## config.mk

```make
export PLATFORM = sky130hd
export DESIGN_NAME = cam_capture_bw_flat
export DESIGN_NICKNAME = d
export VERILOG_FILES = /design/src/rtl/cam_pkg.sv /design/src/rtl/cam_capture_bw_if.sv /design/src/rtl/cam_edge_det.sv /design/src/rtl/cam_capture_bw.sv /design/src/flat_wrapper.sv
export SDC_FILE = /design/constraint.sdc
export NUM_CORES = 1
export LEC_CHECK = 0
export CORE_MARGIN = 3
export CORE_UTILIZATION = 39
export DETAILED_ROUTE_END_ITERATION = 10
export PLACE_DENSITY = 0.59
export RECOVER_POWER = 25
export SYNTH_ARGS = -nofsm -noshare
export SYNTH_HDL_FRONTEND = slang
export SYNTH_SLANG_ARGS = --single-unit
export TNS_END_PERCENT = 30
```

## constraint.sdc

```tcl
create_clock -name dclk -period 3.8 [get_ports dclk]
set_input_delay 0.76 -clock dclk [delete_from_list [all_inputs] [get_ports dclk]]
set_output_delay 0.76 -clock dclk [all_outputs]
set_load 0.03 [all_outputs]
```

## src/rtl/cam_pkg.sv

```systemverilog
// Shared geometry, frame-buffer constants and capture FSM states for the
// camera capture path and the VGA display that reads the same frame buffer.
package cam_pkg;

   localparam int unsigned H_ACT      = 640;
   localparam int unsigned V_ACT      = 480;
   localparam int unsigned AW         = 19;
   localparam int unsigned FRAME_SIZE = H_ACT * V_ACT;
   localparam logic [7:0]  THRESH     = 8'd128;

   typedef enum logic [1:0] {
      IDLE   = 2'd0,
      SYNC   = 2'd1,
      ACTIVE = 2'd2,
      DONE   = 2'd3
   } state_t;

endpackage

```

## src/rtl/cam_capture_bw_if.sv

```systemverilog
// Camera byte stream in, 1-bit frame-buffer write port out.
interface cam_capture_bw_if;
   import cam_pkg::*;

   logic          cam_vsync;
   logic          cam_href;
   logic          cam_pvalid;
   logic [7:0]    cam_d;
   logic          wr_en;
   logic [AW-1:0] wr_addr;
   logic          wr_data;

   // Camera / frame-buffer side
   modport master (
      output cam_vsync, cam_href, cam_pvalid, cam_d,
      input  wr_en, wr_addr, wr_data
   );

   // Capture block side
   modport slave (
      input  cam_vsync, cam_href, cam_pvalid, cam_d,
      output wr_en, wr_addr, wr_data
   );

endinterface

```

## src/rtl/cam_edge_det.sv

```systemverilog
// Registers camera vsync/href and flags their transitions in the cycle
// the new level is first seen.
module cam_edge_det (
   input  logic dclk,
   input  logic clr_n,
   input  logic vsync,
   input  logic href,
   output logic vsync_rise_c,
   output logic vsync_fall_c,
   output logic href_fall_c
);

   logic vsync_q;
   logic href_q;

   // Previous-cycle copies of the sync levels
   always_ff @(posedge dclk or negedge clr_n) begin
      if (!clr_n) begin
         vsync_q <= 1'b0;
         href_q  <= 1'b0;
      end else begin
         vsync_q <= vsync;
         href_q  <= href;
      end
   end

   assign vsync_rise_c = vsync & ~vsync_q;
   assign vsync_fall_c = ~vsync & vsync_q;
   assign href_fall_c  = ~href & href_q;

endmodule

```

## src/rtl/cam_capture_bw.sv

```systemverilog
// Captures luma from a YUV422 camera stream, thresholds it to 1 bit and
// writes it row-major into the display frame buffer.
module cam_capture_bw #(
   parameter int unsigned H_ACT  = cam_pkg::H_ACT,
   parameter int unsigned V_ACT  = cam_pkg::V_ACT,
   parameter int unsigned AW     = cam_pkg::AW,
   parameter logic [7:0]  THRESH = cam_pkg::THRESH
) (
   input  logic             dclk,
   input  logic             clr_n,
   input  logic             capture_en,
   cam_capture_bw_if.slave  bus,
   output logic             frame_done,
   output logic [7:0]       frame_cnt,
   output logic             line_err,
   output logic             busy
);
   import cam_pkg::*;

   localparam int unsigned FRAME_PIX = H_ACT * V_ACT;
   localparam int unsigned CW        = $clog2(H_ACT + 1);
   localparam int unsigned RW        = $clog2(V_ACT + 1);

   localparam logic [CW-1:0] COL_END   = CW'(H_ACT);
   localparam logic [RW-1:0] ROW_END   = RW'(V_ACT);
   localparam logic [RW-1:0] ROW_LAST  = RW'(V_ACT - 1);
   localparam logic [AW-1:0] ADDR_LAST = AW'(FRAME_PIX - 1);

   state_t        state;
   state_t        state_next;
   logic [RW-1:0] row;
   logic [RW-1:0] row_next;
   logic [CW-1:0] col;
   logic [CW-1:0] col_next;
   logic [AW-1:0] addr;
   logic [AW-1:0] addr_next;
   logic          phase;
   logic          phase_next;
   logic          wr_en_next;
   logic          wr_data_next;
   logic [AW-1:0] wr_addr_next;
   logic          err_next;
   logic          y_byte;
   logic          vsync_rise_c;
   logic          vsync_fall_c;
   logic          href_fall_c;

   cam_edge_det u_edge (
      .dclk         (dclk),
      .clr_n        (clr_n),
      .vsync        (bus.cam_vsync),
      .href         (bus.cam_href),
      .vsync_rise_c (vsync_rise_c),
      .vsync_fall_c (vsync_fall_c),
      .href_fall_c  (href_fall_c)
   );

   // Phase 0 of an active line carries the luma byte
   assign y_byte = bus.cam_pvalid & bus.cam_href & ~phase;

   // FSM state register
   always_ff @(posedge dclk or negedge clr_n) begin
      if (!clr_n) state <= IDLE;
      else        state <= state_next;
   end

   // Next state, pixel/line bookkeeping and write request
   always_comb begin
      state_next   = state;
      row_next     = row;
      col_next     = col;
      addr_next    = addr;
      phase_next   = bus.cam_href ? (phase ^ bus.cam_pvalid) : 1'b0;
      wr_en_next   = 1'b0;
      wr_data_next = 1'b0;
      wr_addr_next = '0;
      err_next     = line_err;

      case (state)
         IDLE: begin
            if (capture_en) state_next = SYNC;
         end

         SYNC: begin
            if (!capture_en) begin
               state_next = IDLE;
            end else if (vsync_fall_c) begin
               row_next   = '0;
               col_next   = '0;
               addr_next  = '0;
               phase_next = 1'b0;
               state_next = ACTIVE;
            end
         end

         ACTIVE: begin
            if (y_byte && (row < ROW_END)) begin
               if (col < COL_END) begin
                  wr_en_next   = 1'b1;
                  wr_data_next = (bus.cam_d >= THRESH);
                  wr_addr_next = addr;
                  col_next     = col + CW'(1);
                  addr_next    = (addr == ADDR_LAST) ? addr : addr + AW'(1);
               end else begin
                  err_next = 1'b1;
               end
            end

            // Realign to the next row start so a bad line cannot skew later rows;
            // the last row is left alone to keep the address inside the frame
            if (href_fall_c && (row < ROW_END)) begin
               if (col != COL_END) err_next = 1'b1;
               if (row != ROW_LAST) addr_next = addr + AW'(COL_END - col);
               col_next = '0;
               row_next = row + RW'(1);
            end

            // Line end in the same cycle is already folded into row_next
            if (vsync_rise_c) begin
               state_next = DONE;
               if (row_next != ROW_END) err_next = 1'b1;
            end
         end

         DONE: begin
            state_next = capture_en ? SYNC : IDLE;
         end

         default: begin
            state_next = IDLE;
         end
      endcase
   end

   // Datapath registers and registered outputs
   always_ff @(posedge dclk or negedge clr_n) begin
      if (!clr_n) begin
         row         <= '0;
         col         <= '0;
         addr        <= '0;
         phase       <= 1'b0;
         bus.wr_en   <= 1'b0;
         bus.wr_data <= 1'b0;
         bus.wr_addr <= '0;
         frame_done  <= 1'b0;
         frame_cnt   <= 8'd0;
         line_err    <= 1'b0;
         busy        <= 1'b0;
      end else begin
         row         <= row_next;
         col         <= col_next;
         addr        <= addr_next;
         phase       <= phase_next;
         bus.wr_en   <= wr_en_next;
         bus.wr_data <= wr_data_next;
         bus.wr_addr <= wr_addr_next;
         frame_done  <= (state_next == DONE);
         if (state_next == DONE) frame_cnt <= frame_cnt + 8'd1;
         line_err    <= err_next;
         busy        <= (state_next == SYNC) || (state_next == ACTIVE);
      end
   end

endmodule

```

## src/flat_wrapper.sv

```systemverilog
// flat-port wrapper written by rule: the top's interface ports become plain ports
module cam_capture_bw_flat import cam_pkg::*;
#(
   parameter int unsigned H_ACT  = cam_pkg::H_ACT,
   parameter int unsigned V_ACT  = cam_pkg::V_ACT,
   parameter int unsigned AW     = cam_pkg::AW,
   parameter logic [7:0]  THRESH = cam_pkg::THRESH
)
  (dclk, clr_n, capture_en, frame_done, frame_cnt, line_err, busy, bus_cam_vsync, bus_cam_href, bus_cam_pvalid, bus_cam_d, bus_wr_en, bus_wr_addr, bus_wr_data);
  cam_capture_bw_if bus_i ();
  input  logic dclk;
  input  logic clr_n;
  input  logic capture_en;
  output logic frame_done;
  output logic [7:0] frame_cnt;
  output logic line_err;
  output logic busy;
  input wire logic [$bits(bus_i.cam_vsync)-1:0] bus_cam_vsync;
  input wire logic [$bits(bus_i.cam_href)-1:0] bus_cam_href;
  input wire logic [$bits(bus_i.cam_pvalid)-1:0] bus_cam_pvalid;
  input wire logic [$bits(bus_i.cam_d)-1:0] bus_cam_d;
  output wire logic [$bits(bus_i.wr_en)-1:0] bus_wr_en;
  output wire logic [$bits(bus_i.wr_addr)-1:0] bus_wr_addr;
  output wire logic [$bits(bus_i.wr_data)-1:0] bus_wr_data;
  assign bus_i.cam_vsync = bus_cam_vsync;
  assign bus_i.cam_href = bus_cam_href;
  assign bus_i.cam_pvalid = bus_cam_pvalid;
  assign bus_i.cam_d = bus_cam_d;
  assign bus_wr_en = bus_i.wr_en;
  assign bus_wr_addr = bus_i.wr_addr;
  assign bus_wr_data = bus_i.wr_data;
  cam_capture_bw #(.H_ACT(H_ACT), .V_ACT(V_ACT), .AW(AW), .THRESH(THRESH)) u_core (.dclk(dclk), .clr_n(clr_n), .capture_en(capture_en), .bus(bus_i), .frame_done(frame_done), .frame_cnt(frame_cnt), .line_err(line_err), .busy(busy));
endmodule
```

Yosys cells after proc, flatten, opt, wreduce, memory -nomap -nowiden --
Cells that the tools add are included.
Word-level totals: output and inout bits 32, word-level logic and storage cells 98, bits in registers 75, input bits 14
Operators by class: order comparisons 3, muxes and demuxes 44, equal/unequal tests 14, add/sub/neg operators 6, reductions and logical operators 7, bitwise logic cells 10
Operators with widths (number):
- $mux W19 | 10
- $mux W10 | 5
- $pmux W19 S2 | 1
- $mux W9 | 4
- $pmux W10 S2 | 1
- $add A19 B1 Y19 const B | 1
- $add A19 B19 Y19 | 1
- $eq A19 B19 Y1 const B | 1
- $ne A9 B9 Y1 const B | 2
- $pmux W9 S2 | 1
- $mux W1 | 17
- $sub A10 B10 Y11 const A | 1
- $add A10 B1 Y10 const B | 1
- $lt A10 B10 Y1 const B | 1
- $ne A10 B10 Y1 const B | 1
- $add A9 B1 Y9 const B | 1
- $lt A9 B9 Y1 const B | 1
- $add A8 B1 Y8 const B | 1
- $eq A2 B2 Y1 const B | 4
- $ge A8 B8 Y1 const B | 1
- $mux W2 | 4
- $pmux W2 S4 | 1
- $ne A3 B1 Y1 const B | 2
- $and A1 B1 Y1 | 5
- 10 further kinds | 16

Depth between registers and ports, before layout --
Gate-level depths: netlist of the first run.
word-level depth 8, depth in mapped cells 15

Hierarchy --
Synthesis of the first run repeated with hierarchy kept, for this count alone.
Unflattened totals: cell total of the unflattened synthesis 538, area total of the unflattened synthesis 4869.7 µm²
By module, submodules not included:
- cam_capture_bw | instances 1, cells each 533, area an instance 4798.4 µm², seq. area each 1826.8 µm²
- cam_edge_det | instances 1, cells each 5, area an instance 71.3 µm², seq. area each 50.0 µm²

Least setup slack after synthesis of the first run --
OpenSTA, ideal clock, no wires.
path kind flip-flop to flip-flop, start point register u_core.col[0], end point register u_core.addr[17], path buffers 0, stages on the path, launching flop included 14, arrival time 2.855 ns, required time 3.658 ns, slack 0.803 ns, library setup time 0.142 ns, path through dfrtp_1 -> inv_1 -> ha_1 -> nand2_1 -> nor2_1 -> o21ai_0 -> ha_1 -> a21oi_1 -> o21ai_0 -> a21o_1 -> a32oi_2 -> a21boi_1 -> xnor2_1 -> o221ai_1
On the way: cells in the longest elaborated chain, start to end 6
RTL lines:
- start: declaration | RTL line cam_capture_bw.sv:33 | logic [CW-1:0] col;
- start signal: assignment | RTL line cam_capture_bw.sv:151 | col <= col_next;
- parallel branches: the longest is 4 deep, another holds $add A19 B19 Y19
- $mux W19 (*) | RTL line cam_capture_bw.sv:111 | if (href_fall_c && (row < ROW_END)) begin
- $pmux W19 S2 (*) | RTL line cam_capture_bw.sv:79 | case (state)
- end signal: assignment | RTL line cam_capture_bw.sv:152 | addr <= addr_next;
- end: declaration | RTL line cam_capture_bw.sv:35 | logic [AW-1:0] addr;
Every way passes the cells marked *. A chain may end at the register's enable or synchronous reset.

Worst setup path in the final report of the first run --
start point register u_core.col[5], end point register u_core.addr[16]
The elaborated chain is that of the path after synthesis.

==> summary.txt, run 1 <==
Place
  – Final RePlAce weighted congestion: 0.8503
  – IO buf count: 38
  – HPWL after DPL: roughly 8.1 mm

Final layout
  – Final core area utilization: between 40% and 50%
  – FILL cells: ~1,100
  – Register area: 1877 um^2
  – # nets final: just under 600
  – Share of cells above drive strength 1: around 6.6%
  – # diodes: 0
  – Multi-input gate area: approximately 2700 um^2
  – Synth-to-layout area growth: 18.54%

Clock network
  – Clk root buf: clkbuf_16
  – Hold_buf cts: 0
  – CTS tree: built
  – Clk sinks: 75
  – Post_cts resized: 0
  – Post-CTS setup buffers: 0
  – Clk buf depth: 2
  – H-tree levels: 3
  – Worst-Skew Late Latency: around 0.34 ns
  – Worst-path clk slew: around 0.060 ns
  – CTS buffer count: 9

Global route
  – Vias in the first global route: 3,762
  – Grt ovf: 0
  – Met1 Use GR: approximately 27%
  – Initial antenna violation count: 0
  – Met2 usage in global routing: between 20% and 30%
  – Largest net degree at the start of global routing: 76
  – First-pass GRT wire length: between 15 and 20 mm
  – GR Util met3: around 2.8%
  – GR Util All Layers: 18.25%
  – Busiest grt layer: met1

Floorplan
  – Die area: 13,250 um^2
  – Overall die width: 115.1 um
  – Core ar.: 11,520 um^2
  – Row count: 39
  – Starting Density: between 40% and 50%
  – Chip height: 115.1 um
  – # IOs: 46

Synth
  – Adder-cell share of the synthesized area: 6.900%
  – Post-synthesis area per instance: about 9.1 um^2
  – Post-synth cell types: 66
  – Compound-gate portion of the synthesized area: between 10% and 20%
  – Yosys warning count: 0
  – Multiplexer share of the synthesized area: 0.6739%
  – Mapped Area: 4642 um^2
  – Post-synthesis sequential area ratio: around two fifths
  – Share of the synthesized area in the top cell type: 40.43%
  – Largest cells by area after synthesis: dfrtp_1 (40%), ha_1 (6.5%), o21ai_0 (5.2%)
  – Simple-gate portion of the synthesized area: a little under a quarter
  – Synth area leader: dfrtp_1
  – Synthesized instance count: 510
  – Syn nets: around 550
  – FF+latch count, synth: 75
  – Post-synth EDFFs: 0
  – Largest family of logic cells by synthesized area: simple AND/OR/NAND/NOR gates
  – Ys flop type: dfrtp_1
  – Ys async rst share: 100.0%
  – Synth Area in XOR/XNOR: roughly 6.4%

Route
  – ANT nets after route: 0
  – Initial drt markers: 350
  – DR vias: 3,995
  – Residual DRC: 0
  – Pre-Repair DR Iteration Count: 5
  – Via/cell ratio: 5.781
  – Routed wire length: about 12 mm
  – Wire per inst: around 17 um

Timing
  – Setup TNS: 0 ns
  – Fin. Hold Viols: 0
  – Fin crit share: 86.43%
  – Max-slew headroom: -24.98%
  – Tmin final: between 3 and 4 ns
  – RSZ-0062 raised after global routing: no
  – Final setup fails: 0
  – Worst-Margin Slew: between 1.5 and 2 ns
  – Max Clock Freq: 304.5 MHz
  – Fin. max-slew vios: 76
  – Fin Clk Skew: about 0.011 ns

Hold path
  – Worst Hold Depth: 1
  – Hold Crit Start: u_core.frame_cnt[7]$_DFFE_PN0P_
  – Worst Hold End: u_core.frame_cnt[7]$_DFFE_PN0P_
  – Hold WC Path Type: reg2reg

Worst setup path
  – Reg2reg end: u_core.addr[16]$_DFFE_PN0P_
  – Crit path DAT: about 3.5 ns
  – CP Class: reg2reg
  – Largest fanout on the critical path: 7
  – CP endpoint kind: flip-flop
  – Reg2Reg Depth: 14
  – Flop-to-flop setup slack: between 0.5 and 0.6 ns
  – Worst r2r src: u_core.col[5]$_DFFE_PN0P_
  – CP Launch Type: flip-flop
  – Critical Path RT: roughly 4.0 ns

Status
  – Status: finished, violations left
  – Failing checks: capacitance limit, slew limit

Flow run
  – Number of max-cap violations: 1

Power
  – Pleak: approximately 2.5 nW
  – Peak VDD IR: 0.2017 mV
  – Pwr Density: approximately 470 nW/um^2
-- critical path: stages (launching register included) --
cell and delay (ns):
dfrtp_1 0.47, nor4_4 0.37, nor2b_1 0.22, nand2_1 0.12, a21oi_1 0.21, xor2_1 0.24, ha_1 0.34, a21oi_1 0.15
o21ai_0 0.11, a22oi_1 0.22, o21ai_0 0.16, o21ai_0 0.19, nand2b_1 0.09, xnor2_1 0.17, o21ai_0 0.10
-- kinds of logic after synthesis --
kind of cell | Yosys count
mux | 3
simple gates | 199
flops | 75
compound gates | 144
buf+inv | 30
xor+xnor | 34
fa+ha+maj | 25
-- sequential cells by signal, summed over array words and instances (netlist names) --
register	cells
u_core.u_edge.vsync_q	1
u_core.u_edge.href_q	1
u_core.busy	1
u_core.line_err	1
u_core.bus.wr_en	1
u_core.bus.wr_addr	19
u_core.row	9
u_core.col	10
u_core.addr	19
u_core.frame_cnt	8
u_core.state	2
u_core.bus.wr_data	1
u_core.phase	1
u_core.frame_done	1
-- per-layer routing --
layer,vias up,share of wire [%]
met2,85,44
li1,1948,-
met1,1951,50
met4,0,1.2
met3,11,4.5
met5,-,0
-- power by group --
group	internal [mW]	total [mW]	switching, mW	leakage [nW]
sequential	0.867	0.982	0.115	1.03
clock	0.647	1.00	0.357	0.167
combinational	0.237	0.593	0.356	1.31
total	1.75	2.58	0.828	2.50
-- layout by cell type (no fill, tap or decap), types with 3 or more instances in the layout --
master and count:
buf_4 5, dfrtp_1 75, nand4_1 14, ha_1 24
nand2_1 59, o31ai_1 5, o221ai_1 3, bufinv_16 3
xnor2_1 19, xor2_1 15, nor2_1 30, o21ai_1 6
o21ai_0 48, nor3_1 10, clkdlybuf4s50_1 35, a22oi_1 3
clkbuf_16 9, nor2b_1 5, o22ai_1 5, inv_1 7
and3_1 34, nand3b_1 3, o21a_1 3, a21oi_1 28
nand2b_1 10, nor3b_1 3, nor4_1 3, a31oi_1 8
a21o_1 6, nand3_1 13, o211ai_1 4
-- synthesized netlist by cell type (3+ instances only) --
cell      count
xnor2_1      19
nand3b_1      3
o22ai_1       5
o21a_1        3
o221ai_1      3
o21ai_1       6
nand2b_1     10
a22oi_1       3
a31oi_1       8
nor2b_1       6
ha_1         24
nand2_1      59
clkbuf_1     17
nor2_1       30
inv_1         7
nand3_1      13
o31ai_1       5
buf_2         3
nand4_1      14
a21o_1        6
nor3b_1       3
o21ai_0      48
dfrtp_1      75
a21oi_1      28
nor4_1        3
xor2_1       15
and3_1       34
o211ai_1      4
nor3_1       10
-- worst max-delay path by stage --
stage,from,to,slack (ns),depth (start not counted)
2_1_floorplan,u_core.col[0]$_DFFE_PN0P_,u_core.addr[17]$_DFFE_PN0P_,0.80,13
3_3_place_gp,u_core.col[0]$_DFFE_PN0P_,u_core.addr[17]$_DFFE_PN0P_,0.60,12
3_5_place_dp,u_core.col[0]$_DFFE_PN0P_,u_core.addr[17]$_DFFE_PN0P_,0.54,12
4_1_cts,u_core.col[0]$_DFFE_PN0P_,u_core.addr[17]$_DFFE_PN0P_,0.53,12
5_1_grt,u_core.col[5]$_DFFE_PN0P_,u_core.addr[16]$_DFFE_PN0P_,0.11,14
6_report,u_core.col[5]$_DFFE_PN0P_,u_core.addr[16]$_DFFE_PN0P_,0.52,14
-- per-stage QoR --
| stage | power, mW | cell area [um^2] | hold slack (ns) | std cells | worst slack [ns] |
|---|---|---|---|---|---|
| after floorplan | 1.382 | 4642 | 0.4644 | 510 | 0.8035 |
| after global placement | 1.570 | 5156 | 0.4563 | 675 | 0.5953 |
| after detailed placement | 1.584 | 5156 | 0.4617 | 675 | 0.5438 |
| after CTS | 2.599 | 5505 | 0.4696 | 691 | 0.5302 |
| after global routing | 2.707 | 5503 | 0.5047 | 691 | 0.1094 |
| final | 2.579 | 5503 | 0.4620 | 691 | 0.5157 |
-- area by class of cell --
cell class                 count  area share (%)
tap                          143           3.251
multi-input combinational    405           48.18
clock buffer                   9           4.093
inverter                       9          0.6139
clock inverter                 7           2.251
sequential                    75           34.11
timing repair buffer          43           7.503
Power figures use the tool's default switching activity.
==> run 2: changes to the inputs <==
- CORE_ASPECT_RATIO: default -> 0.5
- TNS_END_PERCENT: 30 -> 50
==> summary.txt, run 2 (synthesized netlist as in run 1, its figures left out) <==
Status
  – Status: finished, violations left
  – Failing checks: capacitance limit, slew limit

Floorplan
  – # IOs: 46 (unchanged)
  – Starting Density: 41.14% (+0.83 points)
  – Die area: 13,330 um^2 (+0.60%)
  – Chip height: 83.15 um (-28%)
  – Overall die width: 160.3 um (+39%)
  – Core ar.: 11,280 um^2 (-2.0%)
  – Row count: 27 (-31%)

Timing
  – Fin. max-slew vios: 76 (unchanged)
  – Setup TNS: 0 ns (unchanged)
  – Max Clock Freq: 308.3 MHz (+1.2%)
  – Tmin final: 3.244 ns (-0.04034 ns)
  – Fin. Hold Viols: 0 (unchanged)
  – Final setup fails: 0 (unchanged)
  – RSZ-0062 raised after global routing: no
  – Fin Clk Skew: 0.006307 ns (-0.004367 ns)
  – Hold slack: 0.4674 ns (+0.005419 ns)
  – Fin crit share: 85.37% (-1.1 points)
  – Worst-Margin Slew: 1.934 ns (+0.05946 ns)
  – Max-slew headroom: -28.94% (-4.0 points)

Clock network
  – Hold_buf cts: 0 (unchanged)
  – Clk sinks: 75 (unchanged)
  – Clk buf depth: 2 (unchanged)
  – Post_cts resized: 0 (unchanged)
  – Clk root buf: clkbuf_16
  – CTS tree: built
  – Post-CTS setup buffers: 0 (unchanged)
  – Worst-Skew Late Latency: 0.34 ns (about the same)
  – Worst-path clk slew: 0.06 ns (about the same)
  – CTS buffer count: 9 (unchanged)
  – H-tree levels: 3 (unchanged)

Power
  – Pleak: 2.484 nW (-0.82%)
  – Register share of total power: 40.3% (+2.2 points)
  – Peak VDD IR: 0.2063 mV (+2.3%)
  – Switching Share: 35.91% (+3.8 points)
  – NetSw: 0.8774 mW (+6.0%)
  – Logic pwr share: 24.7% (+1.7 points)
  – Clock group share of total power: 35.0% (-3.9 points)
  – Cell-internal power: 1.566 mW (-11%)
  – Pwr Density: 446.1 nW/um^2 (-4.8%)

Global route
  – First-pass GRT wire length: 20.76 mm (+6.7%)
  – Initial antenna violation count: 0 (unchanged)
  – GR Util met3: 5.879% (+3.0 points)
  – Vias in the first global route: 3,900 (+3.7%)
  – Busiest grt layer: met1
  – Largest net degree at the start of global routing: 76 (unchanged)
  – GR Util All Layers: 19.30% (+1.1 points)
  – Grt ovf: 0 (unchanged)
  – Met1 Use GR: 28.48% (+1.2 points)
  – Met2 usage in global routing: 27.45% (+0.29 points)

Final layout
  – Share of cells above drive strength 1: 6.740% (+0.17 points)
  – Most common cell after layout, fill and taps aside: dfrtp_1
  – # nets final: 583 (+0.17%)
  – Synth-to-layout area growth: 17.98%
  – # diodes: 0 (unchanged)
  – Final core area utilization: 48.54% (+0.75 points)
  – Commonest non-fill, non-tap cells in the layout: dfrtp_1 (75), nand2_1 (59), o21ai_0 (48), clkdlybuf4s50_1 (35), and3_1 (34)
  – Regs by FF count: u_core.addr: 19 flops, u_core.bus.wr_addr: 19 flops, u_core.col: 10 flops

Place
  – HPWL after DPL: 8.643 mm (+6.3%)
  – IO buf count: 38 (unchanged)
  – Final RePlAce weighted congestion: 0.8447 (-0.66%)

Route
  – Residual DRC: 0 (unchanged)
  – DR vias: 3,976 (-0.48%)
  – Via/cell ratio: 5.616 (-2.9%)
  – Wire per inst: 17.05 um (+1.3%)
  – ANT nets after route: 0 (unchanged)
  – Initial drt markers: 271 (-23%)
  – Pre-Repair DR Iteration Count: 5 (unchanged)
  – Routed wire length: 12.07 mm (+3.8%)

Worst setup path
  – CP Class: reg2reg
  – CP endpoint kind: flip-flop
  – Worst r2r src: u_core.col[0]$_DFFE_PN0P_
  – Setup crit start: u_core.col[0]$_DFFE_PN0P_
  – Reg2reg end: u_core.addr[17]$_DFFE_PN0P_
  – Largest fanout on the critical path: 8 (+1)
  – CP Launch Type: flip-flop
  – Setup crit end: u_core.addr[17]$_DFFE_PN0P_
  – Critical Path RT: 4.00 ns (about the same)
  – Reg2Reg Depth: 12 (-2)
  – Crit path DAT: 3.45 ns (-0.03 ns)
  – Flop-to-flop setup slack: 0.56 ns (+0.04 ns)

Hold path
  – Hold WC Path Type: reg2reg
  – Hold Crit Start: u_core.frame_cnt[7]$_DFFE_PN0P_

Flow run
  – Number of max-cap violations: 1 (unchanged)
[run 2: cell types whose count changed in the layout (fill, tap and decap cells not counted), sizes merged]
cell,delta
inv,+1
clkinv,+2
buf,+1
bufinv,-3
[run 2: worst min path at each step]
stage	end	slack, ns	cells past startpoint
final	u_core.frame_cnt[7]$_DFFE_PN0P_	0.47	1
after detailed placement	u_core.frame_cnt[7]$_DFFE_PN0P_	0.46	1
after global placement	u_core.frame_cnt[7]$_DFFE_PN0P_	0.46	1
after global routing	u_core.frame_cnt[7]$_DFFE_PN0P_	0.52	1
after floorplan	u_core.addr[0]$_DFFE_PN0P_	0.46	0
after CTS	u_core.frame_cnt[7]$_DFFE_PN0P_	0.47	1
[run 2: layer usage]
metal  share of wire, %  up-vias
li1                   -     1949
met1                 50     1918
met2                 42       98
met3                7.5       11
met4                1.1        0
met5                  0        -
[run 2: power groups by stage]
stage / registers (mW) / logic (mW) / clock network (mW)
after CTS: 0.984 / 0.604 / 0.874
after floorplan: 1.00 / 0.382 / 0
after detailed placement: 0.999 / 0.599 / 0
after global placement: 0.997 / 0.594 / 0
final: 0.985 / 0.602 / 0.856
after global routing: 1.00 / 0.674 / 0.915
[run 2: through the flow]
stage | setup slack, ns | area (um^2) | power (mW) | instances
after floorplan | 0.8035 | 4642 | 1.382 | 510
after global placement | 0.5795 | 5184 | 1.591 | 692
after detailed placement | 0.5798 | 5184 | 1.598 | 692
after CTS | 0.5719 | 5479 | 2.461 | 708
after global routing | 0.1996 | 5477 | 2.591 | 708
final | 0.5561 | 5477 | 2.443 | 708
[run 2: area by class of cell]
class	count	area, um^2
clock inverter	7	70.07
timing repair buffer	44	420.4
clock buffer	9	225.2
multi-input combinational	405	2651
sequential	75	1877
tap	159	198.9
fill	1099	5807
inverter	9	33.78
[run 2: worst max-delay path: stages (launching register included)]
cell and delay, ns:
dfrtp_1 0.48, inv_1 0.08, ha_1 0.27, xnor2_1 0.16
ha_1 0.34, o21ai_1 0.18, o21bai_1 0.11, a2111o_1 0.43
a221o_1 0.40, a32oi_2 0.27, a21boi_1 0.11, xnor2_1 0.15
o221ai_1 0.12
==> run 3: changes to the inputs <==
- CTS_CLUSTER_SIZE: default -> 14
==> results of run 3 <==
Final layout, timing and power as in run 2 (identical DEF).
